$ cat config.mk
export PLATFORM = sky130hd
export DESIGN_NAME = i281_fetch_unit
export DESIGN_NICKNAME = d
export VERILOG_FILES = /design/src/rtl/i281_pkg.sv /design/src/rtl/i281_pc_next.sv /design/src/rtl/i281_fetch_unit.sv
export SDC_FILE = /design/constraint.sdc
export NUM_CORES = 1
export LEC_CHECK = 0
export ABC_AREA = 0
export BUFFER_PORTS_ARGS = -buffer_cell sky130_fd_sc_hd__buf_4
export CAP_MARGIN = 20
export CORE_MARGIN = 3
export CORE_UTILIZATION = 42
export DETAILED_ROUTE_END_ITERATION = 8
export PLACE_DENSITY = 0.79
export REMOVE_ABC_BUFFERS = 1
export SETUP_SLACK_MARGIN = 0.02
export SYNTH_ARGS = -nofsm -noshare
export SYNTH_HDL_FRONTEND = slang
export SYNTH_SLANG_ARGS = --single-unit
export TNS_END_PERCENT = 5
$ cat constraint.sdc
create_clock -name clk -period 5.3 [get_ports clk]
set_input_delay 0.795 -clock clk [delete_from_list [all_inputs] [get_ports clk]]
set_output_delay 0.795 -clock clk [all_outputs]
set_load 0.005 [all_outputs]
$ cat src/rtl/i281_pkg.sv
// i281_pkg: shared definitions for the i281 fetch stage.
//   - fetch_state_e : fetch FSM states (IDLE, REQ, WAIT, HOLD)
//   - INSTR_W       : instruction word width (16 for i281)
//   - NOOP          : instruction encoding loaded into the IR at reset
//   - OPC_HI/OPC_LO : IR slice carrying the opcode field
//   - IMM_HI/IMM_LO : IR slice carrying the immediate/offset byte
package i281_pkg;

  localparam int INSTR_W = 16;

  localparam logic [INSTR_W-1:0] NOOP = 16'h0000;

  localparam int OPC_HI = 15;
  localparam int OPC_LO = 8;
  localparam int IMM_HI = 7;
  localparam int IMM_LO = 0;

  typedef enum logic [1:0] {
    IDLE = 2'd0,
    REQ  = 2'd1,
    WAIT = 2'd2,
    HOLD = 2'd3
  } fetch_state_e;

endpackage

$ cat src/rtl/i281_pc_next.sv
// i281_pc_next: combinational next-PC computation.
//   pc        in  PC_W  current program counter
//   br_taken  in  1     select branch target instead of sequential pc+1
//   br_offset in  8     signed two's-complement offset, relative to pc+1
//   next_pc   out PC_W  pc+1 or pc+1+sext(br_offset), modulo 2^PC_W
module i281_pc_next #(
  parameter int PC_W = 6
) (
  input  logic [PC_W-1:0] pc,
  input  logic            br_taken,
  input  logic [7:0]      br_offset,
  output logic [PC_W-1:0] next_pc
);

  // Work in a width that holds both the PC and the full offset so the
  // sign extension is exact; truncating the sum gives the modulo wrap.
  localparam int SW = (PC_W > 8) ? PC_W : 8;

  logic [SW-1:0] pc_ext;
  logic [SW-1:0] off_ext;
  logic [SW-1:0] sum;

  always_comb begin
    pc_ext  = SW'(pc);
    off_ext = br_taken ? SW'($signed(br_offset)) : '0;
    sum     = pc_ext + SW'(1) + off_ext;
    next_pc = sum[PC_W-1:0];
  end

endmodule

$ cat src/rtl/i281_fetch_unit.sv
// i281_fetch_unit: instruction fetch stage feeding the i281 opcode decoder.
//
// Ports:
//   clk, rst_n    clock (rising edge), asynchronous active-low reset
//   run_en        level; permits new fetches
//   imem_req      one-cycle read request to instruction memory
//   imem_addr     read address (equals pc while imem_req is high, holds otherwise)
//   imem_valid    read data valid (only honoured in WAIT)
//   imem_rdata    instruction word
//   opcode_field  IR[15:8]
//   imm_field     IR[7:0]
//   ir_valid      IR holds an instruction not yet retired
//   ex_ready      downstream retires the IR this cycle
//   br_taken      redirect request, qualified by ex_ready in HOLD
//   br_offset     signed redirect offset relative to pc+1
//   pc            address of the instruction in the IR
//   fetch_fault   sticky WAIT-timeout flag, cleared only by rst_n
//   fetch_state   current FSM state, for debug/observation
//   step          (only with I281_SINGLE_STEP_EN) each rising edge allows one fetch
//
// Build option: define I281_SINGLE_STEP_EN to add the step input. Fetches
// then start only on a rising edge of step (still gated by run_en), and the
// unit always returns to IDLE after each retire.
//
// Handshakes: imem_req is a single-cycle pulse; the memory answers with a
// single-cycle imem_valid at any later WAIT cycle. Downstream sees ir_valid
// held high with a stable IR until it pulses ex_ready, which retires the
// instruction in that same cycle (ex_ready acts as the ready of the
// ir_valid/ex_ready pair).
module i281_fetch_unit #(
  parameter int PC_W     = 6,
  parameter int INSTR_W  = i281_pkg::INSTR_W,
  parameter int WAIT_MAX = 15
) (
  input  logic                   clk,
  input  logic                   rst_n,
  input  logic                   run_en,
`ifdef I281_SINGLE_STEP_EN
  input  logic                   step,
`endif
  output logic                   imem_req,
  output logic [PC_W-1:0]        imem_addr,
  input  logic                   imem_valid,
  input  logic [INSTR_W-1:0]     imem_rdata,
  output logic [7:0]             opcode_field,
  output logic [7:0]             imm_field,
  output logic                   ir_valid,
  input  logic                   ex_ready,
  input  logic                   br_taken,
  input  logic [7:0]             br_offset,
  output logic [PC_W-1:0]        pc,
  output logic                   fetch_fault,
  output i281_pkg::fetch_state_e fetch_state
);

  import i281_pkg::*;

  localparam int CNT_W = $clog2(WAIT_MAX + 1);

  fetch_state_e       state_q;
  logic [PC_W-1:0]    pc_q;
  logic [PC_W-1:0]    pc_nxt;
  logic [INSTR_W-1:0] ir_q;
  logic               ir_valid_q;
  logic               imem_req_q;
  logic [PC_W-1:0]    imem_addr_q;
  logic               fault_q;
  logic [CNT_W-1:0]   wait_cnt_q;
  logic               start_ok;
  logic               continue_ok;

  i281_pc_next #(
    .PC_W (PC_W)
  ) u_pc_next (
    .pc        (pc_q),
    .br_taken  (br_taken),
    .br_offset (br_offset),
    .next_pc   (pc_nxt)
  );

`ifdef I281_SINGLE_STEP_EN
  logic step_q;

  always_ff @(posedge clk or negedge rst_n) begin
    if (!rst_n) begin
      step_q <= 1'b0;
    end else begin
      step_q <= step;
    end
  end

  always_comb begin
    start_ok    = run_en & ~fault_q & step & ~step_q;
    continue_ok = 1'b0;
  end
`else
  always_comb begin
    start_ok    = run_en & ~fault_q;
    continue_ok = run_en;
  end
`endif

  always_ff @(posedge clk or negedge rst_n) begin
    if (!rst_n) begin
      state_q     <= IDLE;
      pc_q        <= '0;
      ir_q        <= NOOP;
      ir_valid_q  <= 1'b0;
      imem_req_q  <= 1'b0;
      imem_addr_q <= '0;
      fault_q     <= 1'b0;
      wait_cnt_q  <= '0;
    end else begin
      imem_req_q <= 1'b0;
      case (state_q)
        IDLE: begin
          if (start_ok) begin
            state_q     <= REQ;
            imem_req_q  <= 1'b1;
            imem_addr_q <= pc_q;
          end
        end
        REQ: begin
          state_q    <= WAIT;
          wait_cnt_q <= '0;
        end
        WAIT: begin
          if (imem_valid) begin
            ir_q       <= imem_rdata;
            ir_valid_q <= 1'b1;
            state_q    <= HOLD;
          end else begin
            wait_cnt_q <= wait_cnt_q + CNT_W'(1);
            // This cycle's increment brings the count to WAIT_MAX.
            if (wait_cnt_q == CNT_W'(WAIT_MAX - 1)) begin
              fault_q <= 1'b1;
              state_q <= IDLE;
            end
          end
        end
        HOLD: begin
          if (ex_ready) begin
            ir_valid_q <= 1'b0;
            pc_q       <= pc_nxt;
            if (continue_ok) begin
              // Request the redirected/sequential address directly so the
              // next fetch starts without an IDLE bubble.
              state_q     <= REQ;
              imem_req_q  <= 1'b1;
              imem_addr_q <= pc_nxt;
            end else begin
              state_q <= IDLE;
            end
          end
        end
        default: state_q <= IDLE;
      endcase
    end
  end

  always_comb begin
    imem_req     = imem_req_q;
    imem_addr    = imem_addr_q;
    opcode_field = ir_q[OPC_HI:OPC_LO];
    imm_field    = ir_q[IMM_HI:IMM_LO];
    ir_valid     = ir_valid_q;
    pc           = pc_q;
    fetch_fault  = fault_q;
    fetch_state  = state_q;
  end

endmodule

==> flow_results.xml, run 1 <==
<?xml version="1.0" encoding="UTF-8"?>
<metrics>
  <group name="sta">
    <metric name="final.setup_skew" unit="ns">0.00596</metric>
    <metric name="fmax" unit="MHz">415</metric>
    <metric name="final_count_of_hold_timing_violations" unit="">0</metric>
    <metric name="worst_pin_slew" unit="ns">0.796</metric>
    <metric name="grt_setup_unrepaired" unit="">false</metric>
    <metric name="drv_slew" unit="">0</metric>
    <metric name="hold_slack" unit="ns">0.443</metric>
    <metric name="post-route-period-util" unit="">0.455</metric>
    <metric name="finalSetupTns" unit="ns">0</metric>
    <metric name="max_slew_margin" unit="">0.468</metric>
    <metric name="report.final.setup_viol" unit="">0</metric>
    <metric name="post-route-min-period" unit="ns">2.41</metric>
  </group>
  <group name="detailed_routing">
    <metric name="route.vias.total" unit="">1510</metric>
    <metric name="wl" unit="mm">3.92</metric>
    <metric name="detail_route.first_pass.iterations" unit="">4</metric>
    <metric name="average_wire_per_cell_in_the_routed_design" unit="um">13.7</metric>
    <metric name="vias_per_cell" unit="">5.28</metric>
    <metric name="drc" unit="">0</metric>
    <metric name="ant_nets" unit="">0</metric>
    <metric name="drt_iter0_drc" unit="">66</metric>
  </group>
  <group name="power">
    <metric name="pwr_density_cell" unit="mW/mm^2">544</metric>
    <metric name="power.static_leakage" unit="nW">1.23</metric>
    <metric name="irDropWorstVdd" unit="V">0.000327</metric>
  </group>
  <group name="placed_design">
    <metric name="gp_routability_congestion" unit="">0.738</metric>
    <metric name="placedInstanceArea" unit="sq mm">0.00245</metric>
    <metric name="io_buffer_count" unit="">60</metric>
    <metric name="hpwlAfterDp" unit="mm">2.91</metric>
  </group>
  <group name="synth">
    <metric name="yosysTopAreaCell" unit="">sky130_fd_sc_hd__dfrtp_1</metric>
    <metric name="most_frequent_cells_after_synthesis" unit="">37 x sky130_fd_sc_hd__dfrtp_1, 21 x sky130_fd_sc_hd__mux2_2, 12 x sky130_fd_sc_hd__ha_1</metric>
    <metric name="ys_seq_area_frac" unit="">0.471</metric>
    <metric name="netlist_top_cells_area" unit="">sky130_fd_sc_hd__dfrtp_1 47%, sky130_fd_sc_hd__mux2_2 12%, sky130_fd_sc_hd__ha_1 7.6%, sky130_fd_sc_hd__a21oi_1 2.5%, sky130_fd_sc_hd__mux2i_1 2.5%</metric>
    <metric name="synth_seq_cells" unit="">37</metric>
    <metric name="synth-edff-count" unit="">0</metric>
    <metric name="syn_area_per_cell" unit="sq um">11.4</metric>
    <metric name="syn-cell-area" unit="sq mm">0.00197</metric>
    <metric name="area_share_of_the_largest_cell_type_after_synthesis" unit="">0.471</metric>
    <metric name="netlist_instances" unit="">172</metric>
    <metric name="post-synth-top-count-cell" unit="">sky130_fd_sc_hd__dfrtp_1</metric>
    <metric name="postSynth.asyncResetShare" unit="">1.00</metric>
    <metric name="yosys_warns" unit="">0</metric>
    <metric name="synth_flop_cell" unit="">sky130_fd_sc_hd__dfrtp_1</metric>
    <metric name="synth.distinct_cells" unit="">40</metric>
  </group>
  <group name="setup_path">
    <metric name="timing.critical_path.cells" unit="">ha_1, o21ai_0, a211oi_2, mux2_2</metric>
    <metric name="worst-path-buf-inv" unit="">0</metric>
    <metric name="r2r_setup_slack" unit="ns">2.89</metric>
    <metric name="critical_path.max_stage_delay" unit="ns">0.66</metric>
    <metric name="critical_path_class" unit="">flop to flop</metric>
    <metric name="timing.critical_path.max_delay_family" unit="">compound AO/OA/AOI/OAI gates</metric>
    <metric name="crit_slowest_cell" unit="">sky130_fd_sc_hd__a211oi_2</metric>
    <metric name="cp-start-kind" unit="">flop</metric>
    <metric name="endpoint_kind" unit="">flop</metric>
    <metric name="worstReg2RegEnd" unit="">imem_addr[2]</metric>
    <metric name="crit_required" unit="ns">5.48</metric>
    <metric name="worst-path-max-fanout" unit="">16</metric>
    <metric name="worst-endpoint-arrival" unit="ns">2.59</metric>
    <metric name="reg2reg_from" unit="">fetch_state[1]</metric>
    <metric name="rr_worst_depth" unit="">4</metric>
  </group>
  <group name="layout">
    <metric name="fin_nets" unit="">276</metric>
    <metric name="layout.core_utilization" unit="">0.571</metric>
    <metric name="fillers" unit="">400</metric>
    <metric name="antenna_cells_inserted" unit="">0</metric>
    <metric name="areaGrowthSynthToFinish" unit="%">29.0</metric>
    <metric name="total_area_of_sequential_cells" unit="sq um">926</metric>
    <metric name="postLayoutCellArea" unit="sq mm">0.00254</metric>
    <metric name="footprint_of_the_multi_input_gates" unit="sq um">978</metric>
    <metric name="proportion_of_layout_cells_with_a_drive_suffix_above_1" unit="">0.397</metric>
  </group>
  <group name="floorplan">
    <metric name="die-width" unit="um">74.4</metric>
    <metric name="io_pins" unit="">63</metric>
    <metric name="core-area" unit="sq mm">0.00444</metric>
    <metric name="dieHeight" unit="um">74.4</metric>
    <metric name="std_cell_rows" unit="">24</metric>
    <metric name="initial_core_utilization" unit="">0.443</metric>
    <metric name="floorplan_die_area" unit="sq mm">0.00554</metric>
  </group>
  <group name="clock_tree">
    <metric name="htree_num_levels" unit="">2</metric>
    <metric name="ctsHoldBuffers" unit="">0</metric>
    <metric name="cts_resized" unit="">0</metric>
    <metric name="tritoncts_num_sinks" unit="">37</metric>
    <metric name="postCtsSetupRepairBufs" unit="">0</metric>
    <metric name="tritoncts" unit="">done</metric>
    <metric name="clock_latency" unit="ns">0.29</metric>
    <metric name="ctsLongestPathBuffers" unit="">2</metric>
    <metric name="cts_inserted_buffers" unit="">5</metric>
    <metric name="clock-root-buffer" unit="">sky130_fd_sc_hd__clkbuf_8</metric>
    <metric name="cts.clk_slew.worst_paths" unit="ns">0.08</metric>
  </group>
  <group name="global_route">
    <metric name="grt_overflow_total" unit="">0</metric>
    <metric name="grt_antenna_before_repair" unit="">0</metric>
    <metric name="grt_first_pass_wirelength" unit="mm">6.75</metric>
    <metric name="grt_max_degree" unit="">38</metric>
    <metric name="globalRouteTotalUtil" unit="">0.159</metric>
    <metric name="vias_in_the_first_global_route" unit="">1515</metric>
  </group>
  <group name="run_status">
    <metric name="outcome" unit="">completed</metric>
  </group>
  <group name="hold_path">
    <metric name="min_path_type" unit="">input pin to async pin</metric>
  </group>
  <group name="run">
    <metric name="max-cap-violations" unit="">0</metric>
  </group>
</metrics>
[state kept, by name (all words and copies together) (netlist names)]
name,count
fetch_fault,1
fetch_state,2
imem_addr,6
imem_req,1
ir_q,16
ir_valid,1
pc,6
wait_cnt_q,4
[layout make-up]
type                    count  area share
flip-flops and latches     37       0.365
repair buffers             60       0.178
well taps                  52      0.0256
clock buffers               5      0.0271
clock inverters             3     0.00888
inverters                   7      0.0104
multi-input cells         122       0.386
[per-layer routing]
| metal | GRT usage | vias up | wire [um] |
|---|---|---|---|
| met5 | 0 | - | 0 |
| met1 | 0.197 | 727 | 1640 |
| met4 | 0.0593 | 0 | 57 |
| met3 | 0.0622 | 7 | 319 |
| li1 | - | 736 | - |
| met2 | 0.253 | 40 | 1910 |
[power breakdown]
group,internal (mW),switching (mW),leakage [nW],total [mW]
logic,0.382,0.293,0.731,0.674
clock network,0.0932,0.107,0.0481,0.200
registers,0.413,0.0922,0.448,0.505
total,0.888,0.492,1.23,1.38
[stage by stage]
step	total power, mW	instances	setup WS [ns]
after detailed placement	1.19	278	2.70
after floorplan	0.888	166	2.92
final	1.38	286	2.89
after CTS	1.40	286	2.86
after global placement	1.17	278	2.73
after global routing	1.50	286	2.69
[worst max-delay path by stage]
stage / start / to / slack (ns) / depth (start not counted)
after floorplan: br_offset[1] / pc[5] / 2.92 / 7
after global placement: br_taken / pc[5] / 2.73 / 8
after detailed placement: br_taken / pc[5] / 2.70 / 8
after CTS: fetch_state[0] / imem_addr[2] / 2.86 / 4
after global routing: fetch_state[1] / imem_addr[2] / 2.69 / 4
final: fetch_state[1] / imem_addr[2] / 2.89 / 4
[worst register-to-register path: stages, from the launching register on]
cell and delay, ns:
sky130_fd_sc_hd__dfrtp_1 0.44, sky130_fd_sc_hd__ha_1 0.58, sky130_fd_sc_hd__o21ai_0 0.21, sky130_fd_sc_hd__a211oi_2 0.66, sky130_fd_sc_hd__mux2_2 0.41
[cell usage in the layout (no fill, tap or decap), types with 2 or more instances in the layout]
cell,count
sky130_fd_sc_hd__buf_4,60
sky130_fd_sc_hd__dfrtp_1,37
sky130_fd_sc_hd__mux2_2,21
sky130_fd_sc_hd__ha_1,12
sky130_fd_sc_hd__a21oi_1,10
sky130_fd_sc_hd__nand2_1,9
sky130_fd_sc_hd__o21ai_0,8
sky130_fd_sc_hd__nor2_1,8
sky130_fd_sc_hd__inv_1,7
sky130_fd_sc_hd__nand2b_1,6
sky130_fd_sc_hd__xnor2_1,5
sky130_fd_sc_hd__mux2i_1,5
sky130_fd_sc_hd__clkbuf_8,5
sky130_fd_sc_hd__and2_1,4
sky130_fd_sc_hd__nor2b_1,3
sky130_fd_sc_hd__a21o_1,3
sky130_fd_sc_hd__a22o_1,2
sky130_fd_sc_hd__nand3_1,2
sky130_fd_sc_hd__a31oi_1,2
sky130_fd_sc_hd__nor4b_1,2
sky130_fd_sc_hd__clkinv_4,2
[logic make-up after synthesis]
family          Yosys count  share of synthesized area
compound gates           33                      0.115
xor+xnor                  6                     0.0267
fa+ha+maj                13                     0.0865
buf+inv                  13                     0.0318
flops                    37                      0.471
mux                      26                      0.146
simple gates             44                      0.124
(Power assumes the default switching activity.)
==> run 2: changes to the inputs <==
Clock period 5.3 ns to 2.5 ns, I/O delays scaled along.
==> run 2 against run 1 <==
Non-clock buffer count rose by 4; wire length is 2.0% lower; fmax grew 20%; via count is 0.86% lower; critical path depth is the same; first-iteration DRC count unchanged; hold slack worse by 0.40 ns; sequential cell count did not move; clock power grew to 2.6 times the previous value; final cell count up 1.4%; critical endpoint unchanged; largest cell class unchanged.
==> flow_results.xml, run 2 (synthesized netlist as in run 1, its figures left out) <==
<?xml version="1.0" encoding="UTF-8"?>
<metrics>
  <group name="run_status">
    <metric name="outcome" unit="">completed</metric>
  </group>
  <group name="floorplan">
    <metric name="floorplan_die_area" unit="sq mm">0.00554</metric>
    <metric name="io_pins" unit="">63</metric>
    <metric name="dieHeight" unit="um">74.4</metric>
    <metric name="std_cell_rows" unit="">24</metric>
    <metric name="core-area" unit="sq mm">0.00444</metric>
    <metric name="initial_core_utilization" unit="">0.443</metric>
    <metric name="die-width" unit="um">74.4</metric>
  </group>
  <group name="placed_design">
    <metric name="post-place-cells" unit="">282</metric>
    <metric name="gp_routability_congestion" unit="">0.812</metric>
    <metric name="placedInstanceArea" unit="sq mm">0.00248</metric>
    <metric name="place_ws" unit="ns">0.321</metric>
    <metric name="io_buffer_count" unit="">60</metric>
    <metric name="hpwlAfterDp" unit="mm">2.94</metric>
  </group>
  <group name="layout">
    <metric name="areaGrowthSynthToFinish" unit="%">31.8</metric>
    <metric name="layout.core_utilization" unit="">0.583</metric>
    <metric name="finish.cell_count_without_fillers" unit="">290</metric>
    <metric name="proportion_of_layout_cells_with_a_drive_suffix_above_1" unit="">0.403</metric>
    <metric name="top_library_cells_by_usage_in_the_layout_fill_and_taps_aside" unit="">64 x sky130_fd_sc_hd__buf_4, 37 x sky130_fd_sc_hd__dfrtp_1, 21 x sky130_fd_sc_hd__mux2_2</metric>
    <metric name="postLayoutCellArea" unit="sq mm">0.00259</metric>
    <metric name="antenna_cells_inserted" unit="">0</metric>
    <metric name="fin_nets" unit="">280</metric>
    <metric name="mostFrequentLayoutCell" unit="">sky130_fd_sc_hd__buf_4</metric>
    <metric name="largest_reg_flops" unit="">16</metric>
    <metric name="top_register" unit="">ir_q</metric>
  </group>
  <group name="global_route">
    <metric name="globalRouteTotalUtil" unit="">0.158</metric>
    <metric name="grt_overflow_total" unit="">0</metric>
    <metric name="vias_in_the_first_global_route" unit="">1510</metric>
    <metric name="grt_first_pass_wirelength" unit="mm">6.78</metric>
    <metric name="grt_antenna_before_repair" unit="">0</metric>
    <metric name="grt_max_degree" unit="">38</metric>
  </group>
  <group name="setup_path">
    <metric name="critPathLaunch" unit="">fetch_state[0]</metric>
    <metric name="endpoint_kind" unit="">flop</metric>
    <metric name="reg2reg_from" unit="">fetch_state[0]</metric>
    <metric name="worst-endpoint-arrival" unit="ns">2.18</metric>
    <metric name="critical_path.max_stage_delay" unit="ns">0.49</metric>
    <metric name="critical_path_class" unit="">flop to flop</metric>
    <metric name="crit_slowest_cell" unit="">sky130_fd_sc_hd__a211oi_2</metric>
    <metric name="crit_required" unit="ns">2.67</metric>
    <metric name="cp-start-kind" unit="">flop</metric>
    <metric name="timing.critical_path.cells" unit="">ha_1, nor2b_1, a211oi_2, mux2_2</metric>
    <metric name="worst-path-max-fanout" unit="">11</metric>
  </group>
  <group name="detailed_routing">
    <metric name="route.vias.total" unit="">1497</metric>
    <metric name="detail_route.first_pass.iterations" unit="">2</metric>
    <metric name="ant_nets" unit="">0</metric>
    <metric name="vias_per_cell" unit="">5.16</metric>
    <metric name="drc" unit="">0</metric>
    <metric name="wl" unit="mm">3.84</metric>
    <metric name="average_wire_per_cell_in_the_routed_design" unit="um">13.3</metric>
    <metric name="drt_iter0_drc" unit="">66</metric>
    <metric name="detailed_routing_wirelength_on_met1" unit="mm">1.73</metric>
    <metric name="highest-signal-layer" unit="">met4</metric>
    <metric name="detailroute.wirelength.met2" unit="mm">1.78</metric>
    <metric name="detailroute.wirelength.met3" unit="um">293</metric>
  </group>
  <group name="clock_tree">
    <metric name="postCtsSetupRepairBufs" unit="">0</metric>
    <metric name="cts_resized" unit="">0</metric>
    <metric name="clock-root-buffer" unit="">sky130_fd_sc_hd__clkbuf_8</metric>
    <metric name="cts.clk_slew.worst_paths" unit="ns">0.07</metric>
    <metric name="ctsHoldBuffers" unit="">0</metric>
    <metric name="clock_latency" unit="ns">0.28</metric>
    <metric name="tritoncts_num_sinks" unit="">37</metric>
    <metric name="htree_num_levels" unit="">2</metric>
    <metric name="cts_inserted_buffers" unit="">5</metric>
    <metric name="tritoncts" unit="">done</metric>
    <metric name="ctsLongestPathBuffers" unit="">2</metric>
  </group>
  <group name="sta">
    <metric name="finalSetupTns" unit="ns">0</metric>
    <metric name="report.final.setup_viol" unit="">0</metric>
    <metric name="worst_pin_slew" unit="ns">0.532</metric>
    <metric name="fin_ws" unit="ns">0.491</metric>
    <metric name="post-route-period-util" unit="">0.804</metric>
    <metric name="drv_slew" unit="">0</metric>
    <metric name="final.setup_skew" unit="ns">0.00187</metric>
    <metric name="post-route-min-period" unit="ns">2.01</metric>
    <metric name="hold_slack" unit="ns">0.0402</metric>
    <metric name="grt_setup_unrepaired" unit="">false</metric>
    <metric name="final_count_of_hold_timing_violations" unit="">0</metric>
    <metric name="max_slew_margin" unit="">0.644</metric>
    <metric name="fmax" unit="MHz">498</metric>
  </group>
  <group name="power">
    <metric name="post-layout-total-power" unit="mW">3.05</metric>
    <metric name="pwr_density_cell" unit="mW/mm^2">1180</metric>
    <metric name="irDropWorstVdd" unit="V">0.000641</metric>
    <metric name="power.static_leakage" unit="nW">1.26</metric>
  </group>
  <group name="hold_path">
    <metric name="min_path_type" unit="">input pin to async pin</metric>
  </group>
  <group name="run">
    <metric name="max-cap-violations" unit="">0</metric>
  </group>
</metrics>
run 2: cell count changes in the layout (fill, tap and decap cells not counted), sizes merged:
cell    before  now
clkinv       3    0
buf         60   64
clkbuf       5    7
bufinv       0    1
run 2: layout make-up:
| type | instances | area (sq um) |
|---|---|---|
| Fill cell | 388 | 1850 |
| Multi-Input combinational cell | 122 | 978 |
| Sequential cell | 37 | 926 |
| Timing Repair Buffer | 64 | 480 |
| Clock buffer | 7 | 86.3 |
| Tap cell | 52 | 65.1 |
| Clock inverter | 1 | 30.0 |
| Inverter | 7 | 26.3 |
run 2: power by group:
part / internal [mW] / switching, mW / leakage, nW
Combinational: 0.834 / 0.618 / 0.750
Clock: 0.325 / 0.202 / 0.0585
Sequential: 0.877 / 0.193 / 0.448
run 2: critical path: cells and delay by family (launching register included):
family,cells,cell delay (ns)
AOI/OAI and AO/OA,1,0.49
adders and majority gates,1,0.36
DFF,1,0.44
muxes,1,0.39
and+or+nand+nor,1,0.22
run 2: worst paths after layout:
check / to / slack (ns) / depth (start not counted)
min in group clk: ir_q[6] / 0.32 / 2
max: imem_addr[2] / 0.49 / 4
max in group asynchronous: imem_req / 2.13 / 1
max reg2reg: imem_addr[2] / 0.49 / 4
min: imem_addr[0] / 0.04 / 1
min reg2reg: imem_addr[5] / 0.49 / 2
run 2: metal layers:
layer	vias up	GRT usage
met5	-	0
met4	0	0.0356
met2	38	0.238
li1	736	-
met3	4	0.0622
met1	719	0.215
